File: config.mk
export PLATFORM = sky130hd
export DESIGN_NAME = jtsdram_shuffle_seq
export DESIGN_NICKNAME = d
export VERILOG_FILES = /design/src/rtl/jtsdram_shuffle_seq.sv
export SDC_FILE = /design/constraint.sdc
export NUM_CORES = 1
export LEC_CHECK = 0
export BUFFER_PORTS_ARGS = -buffer_cell sky130_fd_sc_hd__buf_4
export CORE_ASPECT_RATIO = 1.4
export CORE_UTILIZATION = 30
export DETAILED_ROUTE_END_ITERATION = 16
export SETUP_SLACK_MARGIN = 0.15
export SLEW_MARGIN = 15
export SYNTH_ARGS = -nofsm -noshare
export SYNTH_HDL_FRONTEND = slang
export SYNTH_SLANG_ARGS = --single-unit
File: constraint.sdc
create_clock -name clk -period 2.65 [get_ports clk]
set_clock_uncertainty 0.2 [all_clocks]
set_input_delay 0.265 -clock clk [delete_from_list [all_inputs] [get_ports clk]]
set_output_delay 0.265 -clock clk [all_outputs]
set_load 0.01 [all_outputs]
File: src/rtl/jtsdram_shuffle_seq.sv
// rtl/jtsdram_shuffle_seq.sv - write/verify test sequencer for the jtsdram_shuffle address scrambler
module jtsdram_shuffle_seq #(
   parameter logic [4:0]  LAST_KEY = 5'd31,
   parameter logic [15:0] SEED     = 16'h5AC3,
   // top logical address swept in each verify pass (full 22-bit space by default)
   parameter logic [21:0] LOG_LAST = 22'h3FFFFF
)(
   input  logic        clk,
   input  logic        rst_n,
   input  logic        start,
   input  logic        stop,
   input  logic [21:0] addr_last,
   output logic [4:0]  key,
   output logic [21:0] addr_in,
   output logic        prog_en,
   output logic [21:0] prog_addr,
   output logic [15:0] ref_in,
   input  logic [21:0] shf_addr,
   input  logic [15:0] ref_shf,
   output logic        mem_req,
   output logic        mem_we,
   output logic [21:0] mem_addr,
   output logic [15:0] mem_din,
   input  logic        mem_ack,
   input  logic        mem_dok,
   input  logic [15:0] mem_dout,
   output logic        busy,
   output logic        done,
   output logic [15:0] err_cnt,
   output logic [21:0] err_addr,
   output logic [4:0]  pass_cnt
);

   typedef enum logic [2:0] {IDLE, PROG, VSET, VREQ, VWAIT, VNEXT, DONE} state_t;

   state_t      state;
   logic [21:0] lcnt;      // logical address being verified
   logic [21:0] pcnt;      // physical address being written
   logic [21:0] last;      // addr_last captured at start
   logic        dok_seen;  // read data arrived together with the ack
   logic [15:0] rd_data;   // read data held for that case
   logic [15:0] got;
   logic        mismatch;

   function automatic logic [15:0] pattern(input logic [21:0] a);
      return a[15:0] ^ {a[21:16], 10'd0} ^ SEED;
   endfunction

   // read data under test: early data captured in VREQ, otherwise the live bus
   always_comb begin
      got      = dok_seen ? rd_data : mem_dout;
      mismatch = (got != ref_shf);
   end

   // sequencer FSM; every output is registered here
   always_ff @(posedge clk or negedge rst_n) begin
      if (!rst_n) begin
         state     <= IDLE;
         lcnt      <= '0;
         pcnt      <= '0;
         last      <= '0;
         dok_seen  <= 1'b0;
         rd_data   <= '0;
         key       <= '0;
         addr_in   <= '0;
         prog_en   <= 1'b0;
         prog_addr <= '0;
         ref_in    <= '0;
         mem_req   <= 1'b0;
         mem_we    <= 1'b0;
         mem_addr  <= '0;
         mem_din   <= '0;
         busy      <= 1'b0;
         done      <= 1'b0;
         err_cnt   <= '0;
         err_addr  <= '0;
         pass_cnt  <= '0;
      end else begin
         done <= 1'b0;
         case (state)
            IDLE: begin
               if (start && !stop) begin
                  err_cnt   <= '0;
                  err_addr  <= '0;
                  pass_cnt  <= '0;
                  key       <= '0;
                  pcnt      <= '0;
                  last      <= addr_last;
                  busy      <= 1'b1;
                  prog_en   <= 1'b1;
                  prog_addr <= '0;
                  ref_in    <= pattern(22'd0);
                  state     <= PROG;
               end
            end
            PROG: begin
               if (!mem_req) begin
                  // prog_addr has been on the shuffle for a cycle, so ref_shf is the write data
                  if (stop) begin
                     state <= DONE;
                  end else begin
                     mem_req  <= 1'b1;
                     mem_we   <= 1'b1;
                     mem_addr <= pcnt;
                     mem_din  <= ref_shf;
                  end
               end else if (mem_ack) begin
                  mem_req <= 1'b0;
                  if (pcnt == last) begin
                     lcnt    <= '0;
                     addr_in <= '0;
                     prog_en <= 1'b0;
                     state   <= VSET;
                  end else begin
                     pcnt      <= pcnt + 22'd1;
                     prog_addr <= pcnt + 22'd1;
                     ref_in    <= pattern(pcnt + 22'd1);
                  end
               end
            end
            VSET: begin
               // shuffle registers addr_in this cycle
               if (stop) state <= DONE;
               else      state <= VREQ;
            end
            VREQ: begin
               if (!mem_req) begin
                  if (stop) begin
                     state <= DONE;
                  end else if (shf_addr > last) begin
                     state <= VNEXT;
                  end else begin
                     mem_req  <= 1'b1;
                     mem_we   <= 1'b0;
                     mem_addr <= shf_addr;
                  end
               end else if (mem_ack) begin
                  mem_req   <= 1'b0;
                  dok_seen  <= mem_dok;
                  rd_data   <= mem_dout;
                  prog_en   <= 1'b1;
                  prog_addr <= mem_addr;
                  ref_in    <= pattern(mem_addr);
                  state     <= VWAIT;
               end
            end
            VWAIT: begin
               // ref_shf now carries the expected word for mem_addr
               if (dok_seen || mem_dok) begin
                  dok_seen <= 1'b0;
                  if (mismatch) begin
                     if (err_cnt != 16'hFFFF) err_cnt <= err_cnt + 16'd1;
                     if (err_cnt == 16'd0)    err_addr <= mem_addr;
                  end
                  prog_en <= 1'b0;
                  state   <= VNEXT;
               end
            end
            VNEXT: begin
               if (stop) begin
                  state <= DONE;
               end else if (lcnt == LOG_LAST) begin
                  pass_cnt <= pass_cnt + 5'd1;
                  if (key == LAST_KEY) begin
                     state <= DONE;
                  end else begin
                     key       <= key + 5'd1;
                     pcnt      <= '0;
                     prog_en   <= 1'b1;
                     prog_addr <= '0;
                     ref_in    <= pattern(22'd0);
                     state     <= PROG;
                  end
               end else begin
                  lcnt    <= lcnt + 22'd1;
                  addr_in <= lcnt + 22'd1;
                  state   <= VSET;
               end
            end
            DONE: begin
               done    <= 1'b1;
               busy    <= 1'b0;
               prog_en <= 1'b0;
               state   <= IDLE;
            end
            default: state <= IDLE;
         endcase
      end
   end

endmodule

==> flow_summary.json, run 1 <==
{
  "min_period_ns": 2.72,
  "clk_pin_slew_worst_paths_ns": 0.06,
  "worst_pin_slew_ns": 0.615,
  "finalHoldViolCount": 0,
  "outcome": "complete, but fails checks",
  "critPathLaunch": "last[17]$_DFFE_PN0P_",
  "finalSetupTns_ns": -0.592,
  "grt_pass1_wl_um": 64000,
  "num_rows": 84,
  "clock-sinks": 210,
  "clock_latency_ns": 0.53,
  "syn_to_final_growth_pct": 60.2,
  "ys_seq_area_share_pct": 45.7,
  "floorplan.die_area_um2": 39100,
  "slew_violations": 0,
  "sw_frac_of_total_pct": 40.0,
  "slew_headroom_pct": 58.9,
  "fin_nets": 1845,
  "grt_pass1_vias": 11476,
  "rsz0062_at_grt": "yes",
  "drcViolationCount": 0,
  "fin_crit_sh_pct": 103,
  "dieWidth_um": 167,
  "syn_avg_cell_area_um2": 9.13,
  "regArea_um2": 5270,
  "cp.arrival_ns": 2.93,
  "first_pass_iters": 5,
  "vias": 11401,
  "powerDensity_nw_per_um2": 1030,
  "clockPowerShare_pct": 19.5,
  "gr-usage-met2_pct": 39.1,
  "antenna_found_initial": 1,
  "postRouteAntennaNets": 0,
  "multi_input_area_um2": 6840,
  "syn_inst": 1259,
  "seqPwrFrac_pct": 27.9,
  "grt_most_used_layer": "met2",
  "critPathRequiredTime_ns": 2.86,
  "synth_top_area_share_pct": 45.7,
  "vdd_drop_max_mv": 0.660,
  "numPortBuffers": 232,
  "grt-ovfl-total": 0,
  "ys_ff_latch": 210,
  "max_freq_ghz": 0.368,
  "cts_buffers": 25,
  "critical_path_class": "flop to flop",
  "violations": "negative setup slack",
  "yosys-top-cells-area": "dfrtp_1 46%, nand2_1 6.4%, mux2i_1 3.9%",
  "io_pins": 233,
  "synth.net_count": 1370,
  "use_met1_pct": 23.5,
  "tritoncts": "done",
  "yosys.area.top_type": "dfrtp_1",
  "cp-end-kind": "flop",
  "wl_um": 43200,
  "clockBufferDepth": 3,
  "finalSetupViolCount": 24,
  "synth_edf_count": 0,
  "combPwrFrac_pct": 52.6,
  "grt_max_degree": 63,
  "viasPerCell": 5.12,
  "cts_htree_levels": 1,
  "critical_path.max_fanout": 6,
  "coreArea_um2": 37600,
  "route.detailed.wl_per_inst_um": 19.4,
  "r2r-start": "last[17]$_DFFE_PN0P_",
  "hold_start": "stop",
  "start_util_pct": 30.5,
  "synthArstFlopShare_pct": 100,
  "layout-drive-gt1-share_pct": 41.0,
  "die_h_um": 234,
  "drt_iter0_drc": 600,
  "grt_use_total_pct": 21.1,
  "holdCritPathClass": "input pin to flop",
  "cts-root-buf": "clkbuf_16",
  "grt_use_met3_pct": 2.63,
  "p_sw_w": 0.00757,
  "internal_power_w": 0.0113,
  "leakagePower_nw": 8.06,
  "synthesis.area_um2": 11500,
  "startpoint_type": "flop",
  "ys_dominant_reg_cell": "dfrtp_1",
  "fillers": 3458,
  "post-dp-hpwl_um": 30000,
  "cap_violations": 0,
  "gp_congestion": 0.879,
  "total_power_w": 0.0189,
  "ys_types": 63,
  "yosys_warnings": 0,
  "fin_ws_ns": -0.0667
}
sequential cells by signal, indices dropped and copies added, names as in the netlist, 3 cells and up:
name / cells
ref_in: 11
pcnt: 22
key: 5
last: 22
mem_addr: 22
mem_din: 16
prog_addr: 22
lcnt: 22
pass_cnt: 5
err_addr: 22
state: 3
err_cnt: 16
rd_data: 16
repair_timing:
item | in CTS | in global routing
endpoints found under the hold margin | 227 | 0
endpoints found under the setup margin | 144 | 153
hold buffers | 79 | 0
buffers inserted | 23 | 18
gates resized for setup | 144 | 134
cloned | 5 | 5
pin swaps | 66 | 50
worst max-delay path, cell delays in order (launching register included):
cell,delay [ns]
dfrtp_1,0.40
buf_6,0.13
xnor2_2,0.14
buf_4,0.15
nand4_1,0.10
nor3_2,0.04
buf_4,0.14
a21o_1,0.19
a2111o_1,0.51
buf_6,0.16
buf_12,0.14
mux2_4,0.29
power groups by stage:
stage                     clock, W  combinational (W)  sequential [W]
after floorplan                  0            0.00382         0.00540
after global placement           0            0.00768         0.00523
after detailed placement         0            0.00779         0.00527
after CTS                  0.00378            0.00895         0.00525
after global routing       0.00391             0.0106         0.00540
final                      0.00368            0.00994         0.00527
synthesized netlist by cell type, types with 10 or more instances:
library cell and count:
ha_1 29, nand2_1 196, and3_1 13, nor4_1 12, dfrtp_1 210, nand3_1 50
a31oi_1 48, xnor2_1 48, o31ai_1 22, a21oi_1 43, nor3_1 13, buf_2 11
o21ai_0 89, clkbuf_1 59, nor2_1 97, mux2_2 38, nand4_1 25, xor2_1 26
or2_2 10, inv_1 63, mux2i_1 45
through the flow:
step	area (um^2)	setup WS (ns)	std cells	hold slack (ns)	util, %
after floorplan	11600	0.0109	1259	-0.231	-
after global placement	14900	-0.232	2050	0.109	39.6
after detailed placement	14900	-0.297	2050	0.115	39.6
after CTS	17500	-0.0385	2201	0.0207	46.5
after global routing	18400	-0.137	2225	0.0968	48.9
final	18400	-0.0667	2225	0.0356	48.9
area by class of cell:
class	count	area share, %
clock inverter	13	0.958
clock buffer	31	3.79
timing repair buffer	528	25.0
sequential	210	28.6
multi-input combinational	906	37.1
tap	473	3.21
antenna	1	0.0136
inverter	63	1.28
kinds of logic (layout without fill, tap and decap cells):
family	after synthesis	after routing	synth area share (%)
other	0	1	0
AND/OR/NAND/NOR	465	465	18.9
adder cells (fa/ha/maj)	29	29	3.16
XOR/XNOR	74	74	5.64
flip-flops	210	210	45.7
multiplexers	86	86	8.04
buffers and inverters	143	635	5.08
AO/OA/AOI/OAI	252	252	13.5
placed cells by master, fill, tap and decap left out, drive strengths merged, types with 8 or more instances in the layout:
master,n
dfrtp,210
dlygate4sd3,79
ha,29
inv,64
nor3,14
xor2,26
clkbuf,38
o31ai,22
nor2,98
o21ai,89
mux2,41
xnor2,48
and3,13
or2,10
a21oi,43
nand4,25
nor4,12
buf,442
nor2b,8
nand2,197
a21o,8
or3,8
nand3,50
a31oi,48
mux2i,45
metal layers:
layer / vias to the layer above / part of all wire (%)
met2: 358 / 54
met5: - / 0
met1: 5579 / 37
met3: 116 / 4.5
met4: 0 / 5.1
li1: 5348 / -
path summary, 6_finish.rpt:
path                                        endpoint  slack, ns  cells after the start
max                             pcnt[17]$_DFFE_PN0P_      -0.07                     11
min                              lcnt[6]$_DFFE_PN0P_       0.04                      4
max reg2reg                     pcnt[17]$_DFFE_PN0P_      -0.07                     11
min reg2reg                prog_addr[16]$_DFFE_PN0P_       0.27                      2
max in group asynchronous   prog_addr[9]$_DFFE_PN0P_       1.46                      3
min in group asynchronous    rd_data[13]$_DFFE_PN0P_       0.08                      2
Power figures use the tool's default switching activity.
==> run 2, diff against run 1 <==
Settings changed: RECOVER_POWER set to 25.
==> run 2 against run 1 <==
The run ends with max-capacitance violations, max-slew violations, negative setup slack left. Maximum frequency down 0.26%. Sequential share of layout area about the same. Flip-flop and latch count unchanged. Die area unchanged. Global-route usage unchanged. Power about the same. Wire length down 0.10%. Hold slack better by 0.0030 ns. Clock power about the same. Final area about the same. Critical path depth unchanged. Combinational power about the same. Highest routed layer unchanged.
==> flow_summary.json, run 2 (same netlist as run 1, synthesis figures left out) <==
{
  "outcome": "complete, but fails checks",
  "violations": "max-capacitance violations, max-slew violations, negative setup slack",
  "slew_headroom_pct": -18.8,
  "drcViolationCount": 0,
  "pre_cts_slack_ns": -0.297,
  "min_period_ns": 2.72,
  "r2r_slack_ns": -0.07,
  "leakagePower_nw": 8.06,
  "post-route-util_pct": 48.9,
  "tritoncts": "done",
  "route.detailed.wl_per_inst_um": 19.4,
  "fillers": 3461,
  "critPathRequiredTime_ns": 2.86,
  "io_pins": 233,
  "critical_path_class": "flop to flop",
  "startpoint_type": "flop",
  "clock-sinks": 210,
  "dieWidth_um": 167,
  "vias": 11418,
  "worstPathCellList": "buf_6 -> xnor2_2 -> buf_4 -> nand4_1 -> nor3_2 -> buf_4 -> a21o_1 -> a2111o_1 -> buf_6 -> buf_12 -> mux2_4",
  "start_util_pct": 30.5,
  "slew_violations": 60,
  "rsz0062_at_grt": "yes",
  "numPortBuffers": 232,
  "layout-drive-gt1-share_pct": 41.0,
  "vdd_drop_max_mv": 0.660,
  "clock_latency_ns": 0.53,
  "worst_pin_slew_ns": 1.78,
  "cp.arrival_ns": 2.94,
  "coreArea_um2": 37600,
  "slowest_delay_ns": 0.51,
  "die_h_um": 234,
  "cts_htree_levels": 1,
  "critPathBufInv": 5,
  "drt_iter0_drc": 533,
  "fin_ws_ns": -0.0737,
  "crit_family": "buffers and inverters",
  "grt_use_total_pct": 21.1,
  "clk_pin_slew_worst_paths_ns": 0.06,
  "grt-ovfl-total": 0,
  "num_rows": 84,
  "cpMaxStageDelayCell": "a2111o_1",
  "grt_max_degree": 63,
  "viasPerCell": 5.13,
  "powerDensity_nw_per_um2": 1030,
  "post-dp-hpwl_um": 30000,
  "cap_violations": 1,
  "fin_nets": 1845,
  "clockBufferDepth": 3,
  "first_pass_iters": 5,
  "postRouteAntennaNets": 0,
  "fin_crit_sh_pct": 103,
  "finalSetupViolCount": 18,
  "wl_um": 43100,
  "antenna_found_initial": 1,
  "cts_buffers": 25,
  "max_freq_ghz": 0.367,
  "critical_path.max_fanout": 6,
  "mostFrequentLayoutCells": "400 x buf_4, 199 x dfrtp_1, 181 x nand2_1",
  "gp_congestion": 0.879,
  "mostFrequentLayoutCell": "buf_4",
  "grt_pass1_wl_um": 64000,
  "syn_to_final_growth_pct": 60.1,
  "holdCritPathClass": "input pin to flop",
  "cp-end-kind": "flop",
  "finalHoldViolCount": 0,
  "grt_pass1_vias": 11476,
  "floorplan.die_area_um2": 39100,
  "cts-root-buf": "clkbuf_16"
}
==> run 2: cell counts in the layout (fill, tap and decap cells not counted) <==
Identical to the previous run, type by type.
==> run 2: final timing paths <==
path,startpoint,to,depth (start not counted)
worst max-delay path,last[17]$_DFFE_PN0P_,pcnt[17]$_DFFE_PN0P_,11
worst min-delay path,stop,lcnt[6]$_DFFE_PN0P_,4
worst max register to register,last[17]$_DFFE_PN0P_,pcnt[17]$_DFFE_PN0P_,11
worst min register to register,prog_addr[16]$_DFFE_PN0P_,prog_addr[16]$_DFFE_PN0P_,2
max in group asynchronous,rst_n,prog_addr[9]$_DFFE_PN0P_,3
min in group asynchronous,rst_n,rd_data[13]$_DFFE_PN0P_,2
==> run 2: area by class of cell <==
type | instances | area (um^2) | share of cell area, %
inverters | 63 | 236 | 1.29
diodes | 1 | 2.50 | 0.0136
flip-flops and latches | 210 | 5270 | 28.6
well taps | 473 | 592 | 3.22
multi-input cells | 906 | 6840 | 37.2
clock buffers | 31 | 698 | 3.79
repair buffers | 528 | 4590 | 24.9
clock inverters | 13 | 176 | 0.959
==> run 2: routing by layer <==
layer	GRT usage, %	up-vias	share of wire (%)
met2	39.1	383	54
li1	-	5354	-
met3	2.63	116	4.9
met5	0	-	0
met4	11.1	0	5.2
met1	23.5	5565	36
==> run 2: per-stage QoR <==
stage	cell area [um^2]	cells	hold WS (ns)	power, W	setup TNS [ns]
2_1_floorplan	11600	1259	-0.231	0.00922	0
3_3_place_gp	14900	2050	0.109	0.0129	-4.90
3_5_place_dp	14900	2050	0.115	0.0131	-7.48
4_1_cts	17500	2201	0.0207	0.0180	-0.369
5_1_grt	18400	2225	0.0968	0.0200	-4.26
6_report	18400	2225	0.0386	0.0189	-0.594
==> run 2: tightest hold or removal path: cells and delay by family <==
kind | cells | cell delay (ns)
buffers and inverters | 1 | 0.19
AOI/OAI and AO/OA | 2 | 0.19
and+or+nand+nor | 1 | 0.08
==> run 2: timing repair <==
action	in CTS	in global routing
hold buffers	79	0
hold endpoints to repair	227	0
pin swaps	66	50
gates cloned	5	5
buffers inserted	23	18
gates resized for setup	144	134
setup endpoints to repair	144	153
==> run 2: report_power, final <==
part           switching, W  total [W]  internal (W)
registers          0.000977    0.00527       0.00429
clock network       0.00143    0.00368       0.00225
logic               0.00515    0.00993       0.00478
total               0.00756     0.0189        0.0113
